$ cat src/rtl/uart_cmd_rx.sv
// UART receiver assembling four bytes MSB-first into a 32-bit command word.
// Define UART_RX_PARITY_EN for 8E1 frames (even parity); default is 8N1.
module uart_cmd_rx #(
  parameter int CLKS_PER_BIT = 434,
  parameter int TIMEOUT_BITS = 40
) (
  input  logic        clk,
  input  logic        rst,
  input  logic        RXD,
  output logic [31:0] cmd_word,
  output logic        cmd_valid,
  input  logic        cmd_ready,
  output logic        frame_err,
  output logic        overrun
);

  localparam int CW = (CLKS_PER_BIT > 1) ? $clog2(CLKS_PER_BIT) : 1;
  localparam int HALF = CLKS_PER_BIT / 2;
  localparam int TO_CYC = TIMEOUT_BITS * CLKS_PER_BIT;
  localparam int TW = $clog2(TO_CYC + 1);

  localparam logic [CW-1:0] BIT_LAST = CW'(CLKS_PER_BIT - 1);
  localparam logic [CW-1:0] HALF_LAST = CW'(HALF - 1);
  localparam logic [TW-1:0] TO_LAST = TW'(TO_CYC);

  typedef enum logic [2:0] {
    S_IDLE,
    S_START,
    S_DATA,
`ifdef UART_RX_PARITY_EN
    S_PARITY,
`endif
    S_STOP,
    S_WAIT_HIGH
  } state_t;

  logic          rxd_meta_q;
  logic          rxd_q;
  state_t        state_q;
  logic [CW-1:0] clk_cnt_q;
  logic [2:0]    bit_cnt_q;
  logic [7:0]    shift_q;
  logic [1:0]    byte_cnt_q;
  logic [23:0]   asm_q;
  logic [31:0]   new_word_q;
  logic          word_done_q;
  logic          frame_err_q;
  logic [TW-1:0] idle_cnt_q;
  logic [31:0]   cmd_word_q;
  logic          cmd_valid_q;
  logic          overrun_q;

  logic rxd;
  logic bit_tick;
  logic stop_ok;
  logic timeout_hit;
  logic accept;

  assign rxd = rxd_q;
  assign bit_tick = (clk_cnt_q == BIT_LAST);
  assign timeout_hit = (idle_cnt_q == TO_LAST);
  assign accept = cmd_valid_q & cmd_ready;

`ifdef UART_RX_PARITY_EN
  logic par_err_q;
  assign stop_ok = rxd & ~par_err_q;
`else
  assign stop_ok = rxd;
`endif

  always_ff @(posedge clk or negedge rst) begin
    if (!rst) begin
      rxd_meta_q <= 1'b1;
      rxd_q      <= 1'b1;
    end else begin
      rxd_meta_q <= RXD;
      rxd_q      <= rxd_meta_q;
    end
  end

  always_ff @(posedge clk or negedge rst) begin
    if (!rst) begin
      state_q     <= S_IDLE;
      clk_cnt_q   <= '0;
      bit_cnt_q   <= '0;
      shift_q     <= '0;
      byte_cnt_q  <= '0;
      asm_q       <= '0;
      new_word_q  <= '0;
      word_done_q <= 1'b0;
      frame_err_q <= 1'b0;
`ifdef UART_RX_PARITY_EN
      par_err_q   <= 1'b0;
`endif
    end else begin
      frame_err_q <= 1'b0;
      word_done_q <= 1'b0;
      unique case (state_q)
        S_IDLE: begin
          clk_cnt_q <= '0;
          if (timeout_hit) byte_cnt_q <= '0;
          if (!rxd) begin
            state_q   <= S_START;
            bit_cnt_q <= '0;
          end
        end
        S_START: begin
          if (clk_cnt_q == HALF_LAST) begin
            clk_cnt_q <= '0;
            state_q   <= rxd ? S_IDLE : S_DATA;
          end else begin
            clk_cnt_q <= clk_cnt_q + CW'(1);
          end
        end
        S_DATA: begin
          if (bit_tick) begin
            clk_cnt_q <= '0;
            shift_q   <= {rxd, shift_q[7:1]};
            bit_cnt_q <= bit_cnt_q + 3'd1;
            if (bit_cnt_q == 3'd7) begin
`ifdef UART_RX_PARITY_EN
              state_q <= S_PARITY;
`else
              state_q <= S_STOP;
`endif
            end
          end else begin
            clk_cnt_q <= clk_cnt_q + CW'(1);
          end
        end
`ifdef UART_RX_PARITY_EN
        S_PARITY: begin
          if (bit_tick) begin
            clk_cnt_q <= '0;
            // even parity: the data ones plus this bit must be even
            par_err_q <= rxd ^ (^shift_q);
            state_q   <= S_STOP;
          end else begin
            clk_cnt_q <= clk_cnt_q + CW'(1);
          end
        end
`endif
        S_STOP: begin
          if (bit_tick) begin
            clk_cnt_q <= '0;
            if (stop_ok) begin
              state_q    <= S_IDLE;
              byte_cnt_q <= byte_cnt_q + 2'd1;
              if (byte_cnt_q == 2'd3) begin
                word_done_q <= 1'b1;
                new_word_q  <= {asm_q, shift_q};
              end else begin
                asm_q <= {asm_q[15:0], shift_q};
              end
            end else begin
              state_q     <= S_WAIT_HIGH;
              frame_err_q <= 1'b1;
              byte_cnt_q  <= '0;
            end
          end else begin
            clk_cnt_q <= clk_cnt_q + CW'(1);
          end
        end
        S_WAIT_HIGH: begin
          clk_cnt_q <= '0;
          if (rxd) state_q <= S_IDLE;
        end
        default: state_q <= S_IDLE;
      endcase
    end
  end

  // counts idle time only while a partial word is pending; saturates
  always_ff @(posedge clk or negedge rst) begin
    if (!rst) begin
      idle_cnt_q <= '0;
    end else if (state_q != S_IDLE || byte_cnt_q == 2'd0) begin
      idle_cnt_q <= '0;
    end else if (!timeout_hit) begin
      idle_cnt_q <= idle_cnt_q + TW'(1);
    end
  end

  always_ff @(posedge clk or negedge rst) begin
    if (!rst) begin
      cmd_word_q  <= '0;
      cmd_valid_q <= 1'b0;
      overrun_q   <= 1'b0;
    end else begin
      overrun_q <= 1'b0;
      if (word_done_q) begin
        if (!cmd_valid_q || accept) begin
          cmd_word_q  <= new_word_q;
          cmd_valid_q <= 1'b1;
        end else begin
          overrun_q <= 1'b1;
        end
      end else if (accept) begin
        cmd_valid_q <= 1'b0;
      end
    end
  end

  assign cmd_word  = cmd_word_q;
  assign cmd_valid = cmd_valid_q;
  assign frame_err = frame_err_q;
  assign overrun   = overrun_q;

endmodule
$ cat config.mk
export PLATFORM = sky130hd
export DESIGN_NAME = uart_cmd_rx
export DESIGN_NICKNAME = d
export VERILOG_FILES = /design/src/rtl/uart_cmd_rx.sv
export SDC_FILE = /design/constraint.sdc
export NUM_CORES = 1
export LEC_CHECK = 0
export BUFFER_PORTS_ARGS = -buffer_cell sky130_fd_sc_hd__buf_2
export CAP_MARGIN = 0
export CORE_ASPECT_RATIO = 0.6
export CORE_MARGIN = 3
export CORE_UTILIZATION = 54
export CTS_BUF_LIST = sky130_fd_sc_hd__clkbuf_8 sky130_fd_sc_hd__clkbuf_16
export DETAILED_ROUTE_END_ITERATION = 7
export PLACE_DENSITY = 0.86
export SETUP_SLACK_MARGIN = 0.02
export SLEW_MARGIN = 20
export SYNTH_ARGS = -nofsm -noshare
export SYNTH_HDL_FRONTEND = slang
export SYNTH_SLANG_ARGS = --single-unit
export TNS_END_PERCENT = 30
$ cat constraint.sdc
create_clock -name clk -period 1.9 [get_ports clk]
set_input_delay 0.285 -clock clk [delete_from_list [all_inputs] [get_ports clk]]
set_output_delay 0.285 -clock clk [all_outputs]
set_load 0.02 [all_outputs]
==> results of run 1 <==
metal layers:
metal,GRT usage,part of all wire,vias to the layer above
li1,-,-,1588
met1,0.297,0.43,1843
met2,0.392,0.50,107
met3,0.0575,0.050,29
met4,0.0942,0.026,0
met5,0,0,-
kinds of logic after synthesis:
group,share of synthesized area
flip-flops,0.609
XOR/XNOR,0.0286
AND/OR/NAND/NOR,0.0936
multiplexers,0.200
AO/OA/AOI/OAI,0.0245
buffers and inverters,0.0236
adder cells (fa/ha/maj),0.0204
cells in the final DEF (no fill, tap or decap), drive strengths merged, types with 4 or more instances in the layout:
cell type / n
nand2: 17
inv: 13
buf: 74
xor2: 7
nor2: 32
o21ai: 7
nand4: 6
mux2: 96
nor3: 4
ha: 9
xnor2: 11
clkbuf: 18
bufinv: 5
a21oi: 4
dfrtp: 132
nor4: 4
nand2b: 4
nand3: 13
clkinv: 6
registers in the layout, indices dropped and copies added, names as in the netlist:
signal	cells
cmd_word	32
new_word_q	32
asm_q	24
idle_cnt_q	15
clk_cnt_q	9
shift_q	8
bit_cnt_q	3
state_q	3
byte_cnt_q	2
cmd_valid	1
frame_err	1
overrun	1
rxd	1
rxd_meta_q	1
word_done_q	1
cell usage after synthesis (4+ instances only):
master,instances
xor2_1,7
dfrtp_1,132
clkbuf_1,7
ha_1,9
nor4_1,4
buf_2,8
nand2b_1,4
nand2_1,17
nand3_1,13
mux2_2,93
a21oi_1,4
nor3_1,4
o21ai_0,4
inv_1,11
xnor2_1,11
nor2_1,32
nand4_1,6
repair_timing:
item	4_1_cts	5_1_grt
setup buffers	6	2
endpoints found under the hold margin	33	0
setup endpoints to repair	40	57
pin swaps	2	5
hold buffers	2	0
cloned	2	0
resized for setup	6	8
cell type report:
type,count,share of cell area
Clock buffer,18,0.0638
Clock inverter,14,0.0325
Inverter,11,0.00599
Multi-Input combinational cell,245,0.301
Sequential cell,134,0.487
Tap cell,130,0.0236
Timing Repair Buffer,76,0.0856
stage by stage:
stage / hold WS (ns) / power [mW] / setup slack [ns]
6_report: 0.177 / 6.58 / -0.186
5_1_grt: 0.203 / 6.79 / -0.161
4_1_cts: 0.162 / 6.63 / -0.0856
3_5_place_dp: 0.294 / 2.99 / -0.134
3_3_place_gp: 0.279 / 2.99 / -0.0631
2_1_floorplan: -0.0106 / 2.91 / -0.0301
how the worst max path moves through the flow:
| stage | to | start | depth (start not counted) |
|---|---|---|---|
| floorplan | asm_q[21] | clk_cnt_q[1] | 7 |
| global placement | byte_cnt_q[1] | idle_cnt_q[11] | 4 |
| detailed placement | byte_cnt_q[1] | idle_cnt_q[11] | 4 |
| CTS | byte_cnt_q[1] | idle_cnt_q[3] | 4 |
| global route | byte_cnt_q[1] | idle_cnt_q[10] | 4 |
| finish | byte_cnt_q[1] | idle_cnt_q[10] | 4 |
worst min-delay path, cell delays in order:
cell and delay (ns):
buf_2 0.07, nand2b_1 0.14, nor2_1 0.06
power groups by stage:
| stage | Combinational, mW | Clock (mW) | Sequential (mW) |
|---|---|---|---|
| after floorplan | 0.00418 | 0 | 2.91 |
| after global placement | 0.0745 | 0 | 2.91 |
| after detailed placement | 0.0772 | 0 | 2.91 |
| after CTS | 0.0814 | 3.69 | 2.86 |
| after global routing | 0.0896 | 3.83 | 2.86 |
| final | 0.0767 | 3.64 | 2.86 |
==> run metrics, run 1 <==
outcome=finished, violations left; failing checks=negative setup slack; Final GP Congestion=0.854; final core occ=0.723; CTS tree=yes; design area=~0.0069 sq mm; fmax=479 MHz; H-Tree Depth=4; fillcell total=622; grt ovf=0; core area=0.00953 sq mm; CP Capture Type=flip-flop; max_slew headroom=0.602; sequential share of the synthesized area=0.609; YS warnings=0; Int Pwr=5.25 mW; Num Clock Sinks=134; first-pass GRT wire length=20.7 mm; NetSw=around 1.3 mW; Post-synth EDFFs=0; I/O pin count=39; setup TNS=-0.979 ns; placed cells=585; Num CTS Buffers=17; final setup margin=-0.186 ns; area delta synth->final=25.1%; CP max FO=6; CTS Buffer Depth=2; final slew viol count=0; Antenna Nets Post-Route=0; delay-heaviest family, CP=simple AND/OR/NAND/NOR gates; Final period util=1.10; worst-case reg-to-reg path depth=4; initial antenna violation count=0; maxcap violations=0; Req. time, crit path=2.18 ns; syn avg cell area=approximately 13 sq um; Port Buf Inserts=38; Clock Skew=0.00938 ns; sw frac=0.201; Cells after Synth=409; reg2reg end=byte_cnt_q[1]; final WL=12.6 mm; antenna diode count=0; Tightest Hold Check Type=in -> reg; RSZ-0062 raised after global routing=true; Synth Flop Type=dfrtp_1; 1st-iter DRT viols=284; worst slew pin tran=0.591 ns; number of iterations in the first detailed-routing pass=5; die extent in x=136 microns; vias in the first global route=3,947; Worst EP arrival=2.36 ns; Hold Path Stages=3; largest net degree at the start of global routing=40; Power Density=955 mW/mm^2; Clock Pin Slew Worst Setup and Hold Paths=~0.060 ns; Core Rows=27; Layout Cells excl Fill=about 630; chip height=84.2 microns; Netlist cell types=between 40 and 50; layout cells sized above 1=0.432; Post-Syn Nets=422; crit path buf inv count=0; vias after detailed routing=3,567; critical path's slowest cell=or4_4; CP cell instances=or4b_4, or4_4, o211ai_1, o21ai_1; root buffer cell=clkbuf_16; peak supply drop=0.782 mV; CP peak stage delay=0.61 ns; min Tclk post-route=2.09 ns; Synth area leaders=dfrtp_1 60%, mux2_2 19%, nor2_1 2.2%, ha_1 2.0%, xnor2_1 1.7%; hold_sp=cmd_ready; Seq pwr share=0.435; area leader, netlist=dfrtp_1; Starting Density=0.578; area of the multi-input gates=0.00208 sq mm; #FFs+latches synth=134; die footprint=0.0115 sq mm; Post-Place Cell Area=between 0.006 and 0.007 sq mm; # DRC=0; # setup viols final=19; clock share of power=0.553; WS Path Type=reg -> reg; Reg-to-Reg Start=idle_cnt_q[10]; register area=0.00336 sq mm; Fin. Hold Viols=0; Static Leak=3.52 nW; routed wire length per instance=20.0 microns; Startpoint Class=flip-flop; vias per cell=5.68; WHS Endpoint=overrun; Combinational Power Share=0.012; Synth top area share=0.600; Clock Latency Late Sink=0.42 ns; hpwl dp=around 7.4 mm; NumNets Final=498; synthesized area=approximately 0.0055 sq mm; GRT Overall Usage=0.235; FFs w/ async S/R, synth=1.00; Worst R2R Setup Slack=-0.19 ns
No activity file was read; power rests on OpenSTA's default activity.
==> inputs of run 2 (changes only) <==
PLACE_DENSITY = unset   (was 0.86)
PLACE_DENSITY_LB_ADDON = 0.25   (was unset)
REMOVE_ABC_BUFFERS = 1   (was unset)
==> run 2 against run 1 <==
Against the previous run:
- the run still ends with negative setup slack left
- hold slack about the same
- die area unchanged
- design area increased by 1.8%
- highest routed layer unchanged
==> run metrics, run 2 (synthesis gave the netlist of run 1 again) <==
Fin. Hold Viols=0; worst slew pin tran=roughly 0.50 ns; CTS tree=yes; Num Clock Sinks=134; Port Buf Inserts=38; # DRC=0; Clock Latency Late Sink=0.41 ns; Static Leak=around 3.6 nW; die footprint=0.0115 sq mm; 1st-iter DRT viols=213; Core Rows=27; antenna diode count=0; Final GP Congestion=0.884; max_slew headroom=0.663; die extent in x=~140 microns; Num CTS Buffers=17; core area=0.00953 sq mm; area of the multi-input gates=0.00207 sq mm; Req. time, crit path=about 2.2 ns; Combinational Power Share=0.011; maxcap violations=0; outcome=finished, violations left; peak supply drop=about 0.73 mV; hpwl dp=6.65 mm; final slew viol count=0; vias per cell=5.44; Int Pwr=5.31 mW; dpl ws=-0.158 ns; Power Density=937 mW/mm^2; final setup margin=-0.0615 ns; min Tclk post-route=approximately 2.0 ns; routed wire length per instance=18.0 microns; commonest non-fill, non-tap cell in the layout=dfrtp_1; vias in the first global route=3,479; area delta synth->final=27.3%; number of iterations in the first detailed-routing pass=4; failing checks=negative setup slack; Worst EP arrival=2.25 ns; clock share of power=0.553; CTS Buffer Depth=2; WS Path Type=reg -> reg; final WL=11.5 mm; root buffer cell=clkbuf_16; sw frac=0.192; Clock Skew=0.0105 ns; vias after detailed routing=3,462; NetSw=1.26 mW; fmax=approximately 510 MHz; most frequent cells in the layout=132 x dfrtp_1, 93 x mux2_2, 37 x buf_2; Startpoint Class=flip-flop; Antenna Nets Post-Route=0; I/O pin count=39; grt ovf=0; RSZ-0062 raised after global routing=true; CP max FO=12; chip height=84.2 microns; Seq pwr share=0.435; GRT Overall Usage=0.203; largest net degree at the start of global routing=45; Final period util=1.03; register area=0.00336 sq mm; Tightest Hold Check Type=in -> reg; initial antenna violation count=0; Starting Density=0.578; layout cells sized above 1=0.433; Clock Pin Slew Worst Setup and Hold Paths=0.05 ns; NumNets Final=506; # setup viols final=31; CP Capture Type=flip-flop; H-Tree Depth=4; first-pass GRT wire length=about 18 mm; hold_ws=approximately 0.18 ns; fillcell total=611
run 2: critical path, stage by stage, from the launching register on:
cell and delay (ns):
dfrtp_1 0.39, inv_2 0.09, ha_4 0.12, and4b_1 0.24
and3_4 0.22, nand4b_1 0.13, buf_6 0.19, clkbuf_16 0.18
mux2_2 0.29
run 2: power groups by stage:
| stage | sequential (mW) | combinational, mW | clock, mW |
|---|---|---|---|
| 6_report | 2.86 | 0.0743 | 3.64 |
| 5_1_grt | 2.86 | 0.0872 | 3.84 |
| 4_1_cts | 2.86 | 0.0787 | 3.68 |
| 3_5_place_dp | 2.91 | 0.0755 | 0 |
| 3_3_place_gp | 2.91 | 0.0729 | 0 |
| 2_1_floorplan | 2.91 | 0.00201 | 0 |
run 2: layer usage:
metal  part of all wire  global-route usage  vias up  routed length, microns
met5                  0                   0        -                       0
met4              0.017              0.0924        0                     191
met3              0.035              0.0455       20                     406
met2               0.46               0.294       77                    5320
met1               0.48               0.294     1754                    5550
li1                   -                   -     1611                       -
run 2: path summary, 6_finish.rpt:
check | depth (start not counted) | endpoint | startpoint | slack (ns)
min reg2reg | 0 | rxd | rxd_meta_q | 0.36
max in group asynchronous | 3 | clk_cnt_q[5] | rst | 0.90
min | 3 | overrun | cmd_ready | 0.18
max reg2reg | 8 | asm_q[12] | clk_cnt_q[1] | -0.06
min in group asynchronous | 2 | cmd_word[31] | rst | 0.36
max | 8 | asm_q[12] | clk_cnt_q[1] | -0.06
run 2: final cells by class:
type,count,area share
sequential,134,0.479
multi-input combinational,245,0.295
timing repair buffer,84,0.103
clock buffer,20,0.0666
clock inverter,12,0.0286
tap,130,0.0232
inverter,11,0.00589
run 2: repair_timing:
| item | in CTS | in global routing |
|---|---|---|
| pin swaps | 5 | 4 |
| hold buffers | 2 | 0 |
| gates resized for setup | 6 | 7 |
| buffers inserted | 3 | 6 |
| setup endpoints to repair | 62 | 69 |
| hold endpoints to repair | 40 | 0 |
| cloned | 1 | 4 |
run 2: stage by stage:
stage	cell area [sq um]	setup TNS, ns	util	cells	total power, mW
final	7010	-0.761	0.736	636	6.57
after global routing	7010	-4.91	0.736	636	6.79
after CTS	6820	-0.0600	0.716	626	6.62
after detailed placement	6070	-0.768	0.637	588	2.99
after global placement	6070	-0.207	0.637	588	2.99
after floorplan	5420	-39.54	-	390	2.91
